<file path="config.mk">
export PLATFORM = sky130hd
export DESIGN_NAME = ifid_skid_stage
export DESIGN_NICKNAME = d
export VERILOG_FILES = /design/src/rtl/ifid_pkg.sv /design/src/rtl/ifid_slot.sv /design/src/rtl/ifid_skid_stage.sv
export SDC_FILE = /design/constraint.sdc
export NUM_CORES = 1
export LEC_CHECK = 0
export ABC_AREA = 1
export CORE_MARGIN = 3
export CORE_UTILIZATION = 29
export DETAILED_ROUTE_END_ITERATION = 16
export GPL_ROUTABILITY_DRIVEN = 0
export SLEW_MARGIN = 20
export SYNTH_ARGS = -nofsm -noshare
export SYNTH_HDL_FRONTEND = slang
export SYNTH_SLANG_ARGS = --single-unit
</file>
<file path="constraint.sdc">
create_clock -name clk_i -period 1.45 [get_ports clk_i]
set_input_delay 0.29 -clock clk_i [delete_from_list [all_inputs] [get_ports clk_i]]
set_output_delay 0.29 -clock clk_i [all_outputs]
set_load 0.005 [all_outputs]
</file>
<file path="src/rtl/ifid_pkg.sv">
// Shared types and defaults for the IF/ID skid stage.
// Holds the stage occupancy enum, the bubble encoding and default widths.
package ifid_pkg;

    typedef enum logic [1:0] {
        ST_EMPTY = 2'd0,
        ST_ONE   = 2'd1,
        ST_FULL  = 2'd2
    } ifid_state_e;

    localparam logic [31:0] IFID_BUBBLE_INST = 32'hFC000000;
    localparam int          IFID_INST_W      = 32;
    localparam int          IFID_PC_W        = 32;
    localparam int          IFID_CNT_W       = 16;

endpackage

</file>
<file path="src/rtl/ifid_slot.sv">
// One valid+inst+pc holding register with load enable and clear-to-bubble.
// Clear wins over load; clear keeps the PC so decode still sees the last address.
module ifid_slot
    import ifid_pkg::*;
#(
    parameter int                 INST_W = IFID_INST_W,
    parameter int                 PC_W   = IFID_PC_W,
    parameter logic [INST_W-1:0]  BUBBLE = INST_W'(IFID_BUBBLE_INST)
) (
    input  logic              i_clk,
    input  logic              i_rst_n,
    input  logic              i_clear,
    input  logic              i_load,
    input  logic [INST_W-1:0] i_inst,
    input  logic [PC_W-1:0]   i_pc,
    output logic              o_vld,
    output logic [INST_W-1:0] o_inst,
    output logic [PC_W-1:0]   o_pc
);

    logic              r_vld;
    logic [INST_W-1:0] r_inst;
    logic [PC_W-1:0]   r_pc;

    always_ff @(posedge i_clk or negedge i_rst_n) begin
        if (!i_rst_n) begin
            r_vld  <= 1'b0;
            r_inst <= BUBBLE;
            r_pc   <= '0;
        end else if (i_clear) begin
            r_vld  <= 1'b0;
            r_inst <= BUBBLE;
        end else if (i_load) begin
            r_vld  <= 1'b1;
            r_inst <= i_inst;
            r_pc   <= i_pc;
        end
    end

    assign o_vld  = r_vld;
    assign o_inst = r_inst;
    assign o_pc   = r_pc;

endmodule

</file>
<file path="src/rtl/ifid_skid_stage.sv">
// IF/ID pipeline stage with a 2-entry skid buffer and valid/ready on both sides.
// Latency 1 cycle, full throughput; ready_o comes straight from the skid valid flop.
// Optional perf counters behind `IFID_SKID_PERF_CNT_EN (stall and useful-flush cycles).
module ifid_skid_stage
    import ifid_pkg::*;
#(
    parameter int                INST_W      = IFID_INST_W,
    parameter int                PC_W        = IFID_PC_W,
    parameter logic [INST_W-1:0] BUBBLE_INST = INST_W'(IFID_BUBBLE_INST),
    parameter int                CNT_W       = IFID_CNT_W
) (
    input  logic              clk_i,
    input  logic              start_i,
    input  logic              valid_i,
    output logic              ready_o,
    input  logic [INST_W-1:0] inst_i,
    input  logic [PC_W-1:0]   pc_i,
    input  logic              flush_i,
    output logic              valid_o,
    input  logic              ready_i,
`ifdef IFID_SKID_PERF_CNT_EN
    output logic [CNT_W-1:0]  stall_cnt_o,
    output logic [CNT_W-1:0]  flush_cnt_o,
`endif
    output logic [INST_W-1:0] inst_o,
    output logic [PC_W-1:0]   pc_o
);

    ifid_state_e       r_state;
    ifid_state_e       w_state_nxt;

    logic              w_in_fire;
    logic              w_out_fire;
    logic              w_main_load;
    logic              w_main_clear;
    logic              w_main_from_skid;
    logic              w_skid_load;
    logic              w_skid_clear;

    logic              w_main_vld;
    logic              w_skid_vld;
    logic [INST_W-1:0] w_skid_inst;
    logic [PC_W-1:0]   w_skid_pc;
    logic [INST_W-1:0] w_main_inst_d;
    logic [PC_W-1:0]   w_main_pc_d;

    assign w_in_fire  = valid_i & ready_o;
    assign w_out_fire = valid_o & ready_i;

    always_comb begin
        w_state_nxt      = r_state;
        w_main_load      = 1'b0;
        w_main_clear     = 1'b0;
        w_main_from_skid = 1'b0;
        w_skid_load      = 1'b0;
        w_skid_clear     = 1'b0;
        if (flush_i) begin
            w_state_nxt  = ST_EMPTY;
            w_main_clear = 1'b1;
            w_skid_clear = 1'b1;
        end else begin
            unique case (r_state)
                ST_EMPTY: begin
                    if (w_in_fire) begin
                        w_main_load = 1'b1;
                        w_state_nxt = ST_ONE;
                    end
                end
                ST_ONE: begin
                    if (w_in_fire && w_out_fire) begin
                        w_main_load = 1'b1;
                    end else if (w_in_fire) begin
                        w_skid_load = 1'b1;
                        w_state_nxt = ST_FULL;
                    end else if (w_out_fire) begin
                        w_main_clear = 1'b1;
                        w_state_nxt  = ST_EMPTY;
                    end
                end
                ST_FULL: begin
                    if (w_out_fire) begin
                        w_main_load      = 1'b1;
                        w_main_from_skid = 1'b1;
                        w_skid_clear     = 1'b1;
                        w_state_nxt      = ST_ONE;
                    end
                end
                default: begin
                    w_main_clear = 1'b1;
                    w_skid_clear = 1'b1;
                    w_state_nxt  = ST_EMPTY;
                end
            endcase
        end
    end

    always_ff @(posedge clk_i or negedge start_i) begin
        if (!start_i) begin
            r_state <= ST_EMPTY;
        end else begin
            r_state <= w_state_nxt;
        end
    end

    assign w_main_inst_d = w_main_from_skid ? w_skid_inst : inst_i;
    assign w_main_pc_d   = w_main_from_skid ? w_skid_pc   : pc_i;

    ifid_slot #(
        .INST_W (INST_W),
        .PC_W   (PC_W),
        .BUBBLE (BUBBLE_INST)
    ) u_main (
        .i_clk   (clk_i),
        .i_rst_n (start_i),
        .i_clear (w_main_clear),
        .i_load  (w_main_load),
        .i_inst  (w_main_inst_d),
        .i_pc    (w_main_pc_d),
        .o_vld   (w_main_vld),
        .o_inst  (inst_o),
        .o_pc    (pc_o)
    );

    ifid_slot #(
        .INST_W (INST_W),
        .PC_W   (PC_W),
        .BUBBLE (BUBBLE_INST)
    ) u_skid (
        .i_clk   (clk_i),
        .i_rst_n (start_i),
        .i_clear (w_skid_clear),
        .i_load  (w_skid_load),
        .i_inst  (inst_i),
        .i_pc    (pc_i),
        .o_vld   (w_skid_vld),
        .o_inst  (w_skid_inst),
        .o_pc    (w_skid_pc)
    );

    // Skid occupancy is exactly the FULL state, so ready_o is a pure flop output.
    assign valid_o = w_main_vld;
    assign ready_o = ~w_skid_vld;

`ifdef IFID_SKID_PERF_CNT_EN
    logic [CNT_W-1:0] r_stall_cnt;
    logic [CNT_W-1:0] r_flush_cnt;
    logic             w_flush_hit;

    assign w_flush_hit = flush_i & (valid_o | w_in_fire);

    always_ff @(posedge clk_i or negedge start_i) begin
        if (!start_i) begin
            r_stall_cnt <= '0;
            r_flush_cnt <= '0;
        end else begin
            if (valid_o && !ready_i && (r_stall_cnt != '1)) begin
                r_stall_cnt <= r_stall_cnt + 1'b1;
            end
            if (w_flush_hit && (r_flush_cnt != '1)) begin
                r_flush_cnt <= r_flush_cnt + 1'b1;
            end
        end
    end

    assign stall_cnt_o = r_stall_cnt;
    assign flush_cnt_o = r_flush_cnt;
`endif

endmodule
</file>
### After elaboration in Yosys (flattened, before gate mapping)

Index checks and enable logic that the tools add are counted.

| word-level totals | value |
|---|---|
| register bits | 132 |
| input port bits | 69 |

| cells by class | value |
|---|---|
| equality and inequality tests | 6 |
| muxes and demuxes | 33 |
| bitwise operators | 5 |
| reductions and logical operators | 9 |

Operators by type and width:

| cell | count |
|---|---|
| $mux 32 | 6 |
| $mux 1 | 17 |
| $mux 2 | 6 |
| $ne 3x3->1 const B | 3 |
| $pmux 2 s3 | 1 |
| $ne 4x4->1 const B | 1 |
| $pmux 1 s2 | 2 |
| $reduce_and 2->1 | 2 |
| $reduce_and 4->1 | 1 |
| $reduce_bool 2->1 | 2 |
| $reduce_or 2->1 | 2 |
| $not 1->1 | 3 |
| $pmux 1 s3 | 1 |
| $and 1x1->1 | 2 |
| $eq 2x1->1 const B | 1 |
| $eq 2x2->1 const B | 1 |
| $logic_not 2->1 | 1 |
| $logic_and 1x1->1 | 1 |

### Depth between registers and ports, before layout

| depth | value |
|---|---|
| word-level depth | 8 |
| gate-level depth with buffers | 10 |
| gate-level depth less buffers | 9 |

### Modules after synthesis

From an unflattened synthesis, not the netlist that was laid out.

| unflattened totals | value |
|---|---|
| cell total of the unflattened synthesis | 810 |
| area total of the unflattened synthesis | 6,324.8 um^2 |

Modules (own cells, without submodules):

| module | instances | cells each | area an instance (um^2) | seq. area each (um^2) |
|---|---|---|---|---|
| ifid_slot | 2 | 282 | 2,592.5 | 1,634.1 |
| ifid_skid_stage | 1 | 246 | 1,139.8 | 50.0 |

### Worst setup path after synthesis

No wires, ideal clock.

| timing path | value |
|---|---|
| kind | register to register |
| start point | register u_main.r_vld (netlist: u_main.o_vld) |
| end point | register u_skid.r_inst[10] (netlist: u_skid.o_inst[10]) |
| arrival | 1,247 ps |
| required time | 1,374 ps |
| slack | 126 ps |
| cell stages (with the launch flop) | 8 |
| period minus slack after synthesis | 1,324 ps |
| cells stage by stage | dfrtp_1 -> nand2_4 -> inv_1 -> nor2_1 -> buf_2 -> buf_2 -> nand3_1 -> o21ai_1 |

| between the ends | value |
|---|---|
| cells in the longest elaborated chain, start to end | 6 |

Ends and longest elaborated chain:

| element | line | RTL |
|---|---|---|
| from (decl) | ifid_slot.sv:21 | `logic r_vld;` |
| from (signal assigned) | ifid_slot.sv:27 | `r_vld <= 1'b0;` |
| from (signal assigned) | ifid_slot.sv:31 | `r_vld <= 1'b0;` |
| from (signal assigned) | ifid_slot.sv:34 | `r_vld <= 1'b1;` |
| $and 1x1->1 (*) | ifid_skid_stage.sv:48 | `assign w_out_fire = valid_o & ready_i;` |
| $logic_and 1x1->1 | ifid_skid_stage.sv:70 | `if (w_in_fire && w_out_fire) begin` |
| $mux 1 | ifid_skid_stage.sv:70 |  |
| $mux 1 | ifid_skid_stage.sv:62 | `unique case (r_state)` |
| $mux 1 | ifid_skid_stage.sv:57 | `if (flush_i) begin` |
| $reduce_bool 2->1 (no line) | n/a |  |
| to (signal assigned) | ifid_slot.sv:35 | `r_inst <= i_inst;` |
| to (decl) | ifid_slot.sv:22 | `logic [INST_W-1:0] r_inst;` |

Every way passes the cells marked *; elsewhere a longest branch is shown, timed or not.
A chain may end at the register's enable or synchronous reset.

### Worst setup path in the final report

| timing path | value |
|---|---|
| start point | register r_state[0] |
| end point | register u_main.r_pc[5] (netlist: u_main.o_pc[5]) |

| between the ends | value |
|---|---|
| cells in the longest elaborated chain, start to end | 6 |

Ends and longest elaborated chain:

| element | line | RTL |
|---|---|---|
| from (decl) | ifid_skid_stage.sv:29 | `ifid_state_e r_state;` |
| from (signal assigned) | ifid_skid_stage.sv:101 | `r_state <= w_state_nxt;` |
| $eq 2x2->1 or $logic_not 2->1 (tied branches) | ifid_skid_stage.sv:62 |  |
| $reduce_or 2->1 (no line) | n/a |  |
| $pmux 1 s2 | ifid_skid_stage.sv:62 |  |
| $mux 1 | ifid_skid_stage.sv:57 |  |
| $not 1->1 (no line) | n/a |  |
| $reduce_and 2->1 (no line) | n/a |  |
| to (signal assigned) | ifid_slot.sv:36 | `r_pc <= i_pc;` |
| to (decl) | ifid_slot.sv:23 | `logic [PC_W-1:0] r_pc;` |

Several ways; a longest one is shown, not always the timed one.

==> impl_metrics.yaml <==
outcome:
  outcome: "completed"
flow_run:
  drv_cap: 0
place:
  io_buffers: 134
  placed_cells: 1147
  place_hpwl_um: 10800
timing:
  period_share: 0.984
  post-route-min-period_ns: 1.43
  slew_viol_final: 0
  whs_ns: 0.379
  fin_skew_ns: 0.00692
  hold_violations: 0
  setup_viol: 0
  fmax_ghz: 0.701
  worst_pin_slew_ns: 0.440
  final.setup.tns_ns: 0
  relSlewSlack: 0.707
  rsz0062_at_grt: "true"
pwr:
  p_comb_frac: 0.274
  intPower_w: 0.00912
  p_clk_frac: 0.319
  p_switching_w: 0.00387
  p_seq_frac: 0.407
  switching_share: 0.298
  vdd_drop_max_v: 0.000794
  p_leak_nw: 4.59
  power_density_nw_per_um2: 1470
synth:
  synth-xor-area-share: 0
  yosysSeqAreaShare: 0.539
  synth_top_family_by_area: "simple AND/OR/NAND/NOR gates"
  synth_compound_area_frac: 0.103
  synth.area.mux_share: 0
  synth_cell_type_count: 22
  ys_ff_latch: 132
  syn_area_um2: 6160
  synthSimpleGateAreaFrac: 0.259
  yosysTopAreaCell: "dfrtp_1"
  syn-instance-count: 756
  synth_area_leaders: "dfrtp_1, nand2_1, nand3_1"
  avgSynthCellArea_um2: 8.14
  synthAdderAreaFrac: 0
  yosys_warnings: 0
  syn-num-nets: 825
  synth_top_area_share: 0.488
worst_setup_path:
  endpoint_kind: "register"
  startpoint_type: "register"
  slowest_delay_ns: 0.43
  worstPathCellList: "inv_2 -> nand2_4 -> o21ai_4 -> nand2_4 -> buf_12 -> clkbuf_16 -> nand2_1 -> nand2_1"
  required_ns: 1.76
  arrival_ns: 1.73
  path_class: "register to register"
  critical_path_peak_fanout: 11
  cpMaxStageDelayCell: "dfrtp_1"
detailed_routing:
  drc: 0
  first_iter_violations: 221
  wl_per_cell_um: 13.7
  viasPerCell: 4.42
  routed_wl_um: 16400
  ant_nets: 0
  dr.pass1.iters: 4
  vias: 5292
global_routing:
  antenna_found_initial: 0
  grt_overflow_total: 0
  grt_max_degree: 45
  grt_usage: 0.143
  grt_pass1_vias: 5118
  grt_first_pass_wirelength_um: 25900
final_layout:
  drive_gt1_frac: 0.172
  final_common_cell: "nand2_1"
  final_cell_mix: "nand2_1, dfrtp_1, inv_1"
  diodes: 0
  final_core_util: 0.430
  fin_nets: 983
  syn_to_final_growth_pct: 43.6
  fin_cells: 1197
floorplanning:
  die_x_um: 152
  rows: 52
  dieArea_um2: 23000
  core_um2: 20600
  start_util: 0.299
  die_h_um: 152
  io_pins: 135
clocking:
  cts_sinks: 132
  path_clk_slew_ns: 0.06
  clk_path_buf_depth: 2
  cts_buffers: 17
  cts_tree: "yes"
  htree_levels: 4
  clockRootBuffer: "clkbuf_16"
  worstSkewPairLatency_ns: 0.41
min_path:
  hold_class: "input pin to asynchronous set/reset pin"
## critical path, delay by kind of cell, from the launching register on
family                 cells  cell delay (ns)
DFF                        1             0.43
buffers and inverters      3             0.41
and+or+nand+nor            4             0.30
AOI/OAI and AO/OA          1             0.17
## per-layer routing
| layer | vias up | GRT usage | part of all wire |
|---|---|---|---|
| met5 | - | 0 | 0 |
| met4 | 0 | 0.0436 | 0.017 |
| met3 | 16 | 0.0515 | 0.064 |
| met2 | 109 | 0.231 | 0.47 |
| met1 | 2467 | 0.181 | 0.45 |
| li1 | 2700 | - | - |
## metrics by stage
step,setup WS [ns],instance area (um2),power (W)
6_report,0.0226,8840,0.0130
4_1_cts,-0.0237,8570,0.0130
3_5_place_dp,-0.375,7990,0.00901
2_1_floorplan,0.126,6160,0.00692
5_1_grt,-0.0390,8840,0.0139
3_3_place_gp,-0.352,7990,0.00895
## Yosys cell counts
library cell and number:
nand3_1 70, a21oi_1 34, inv_4 1, o21ai_1 65, dfstp_2 12, o21ai_2 10, inv_1 73, buf_6 9
inv_2 2, clkbuf_1 2, nor2_8 1, clkbuf_2 1, nand2_2 15, buf_2 25, dfrtp_1 120, buf_4 7
nand2_4 2, nor2_1 54, buf_8 2, o21ai_0 10, nand2_1 240, nand4_1 1
## cells by family (layout without fill, tap and decap cells)
kind of cell | count (synthesis) | after routing
flops | 132 | 132
simple gates | 383 | 383
compound gates | 119 | 119
buf+inv | 122 | 293
## cell type report
| type | count | area (um2) |
|---|---|---|
| tap | 270 | 338 |
| clock buffer | 22 | 454 |
| fill | 2115 | 11700 |
| timing repair buffer | 185 | 1950 |
| multi-input combinational | 502 | 2380 |
| inverter | 76 | 295 |
| clock inverter | 10 | 108 |
| sequential | 132 | 3320 |
## final timing paths
| path | start | endpoint | slack, ns | depth (start not counted) |
|---|---|---|---|---|
| worst min register to register | u_main.o_inst[31] | u_main.o_inst[31] | 0.47 | 2 |
| min in group clk_i | inst_i[30] | u_skid.o_inst[30] | 0.46 | 3 |
| worst max register to register | r_state[0] | u_main.o_pc[5] | 0.02 | 8 |
| worst max-delay path | r_state[0] | u_main.o_pc[5] | 0.02 | 8 |
| worst min-delay path | start_i | u_main.o_inst[20] | 0.38 | 2 |
| max in group asynchronous | start_i | u_skid.o_inst[11] | 0.56 | 3 |
## registers in the layout, indices dropped and copies added, names as in the netlist
name           count
u_main.o_pc       32
u_skid.o_pc       32
r_state            2
u_skid.o_vld       1
u_main.o_inst     32
u_skid.o_inst     32
u_main.o_vld       1
## power groups by stage
stage	Clock (W)	Combinational [W]	Sequential [W]
6_report	0.00414	0.00356	0.00529
4_1_cts	0.00428	0.00342	0.00528
3_5_place_dp	0	0.00366	0.00535
3_3_place_gp	0	0.00359	0.00535
2_1_floorplan	0	0.00159	0.00534
5_1_grt	0.00444	0.00405	0.00542
## repair_timing
item,CTS,global route
pin swaps,1,11
buffers inserted,10,4
gates resized for setup,93,50
hold buffers,1,0
setup endpoints to repair,94,131
cloned,0,3
endpoints found under the hold margin,22,0
(Power assumes the default switching activity.)
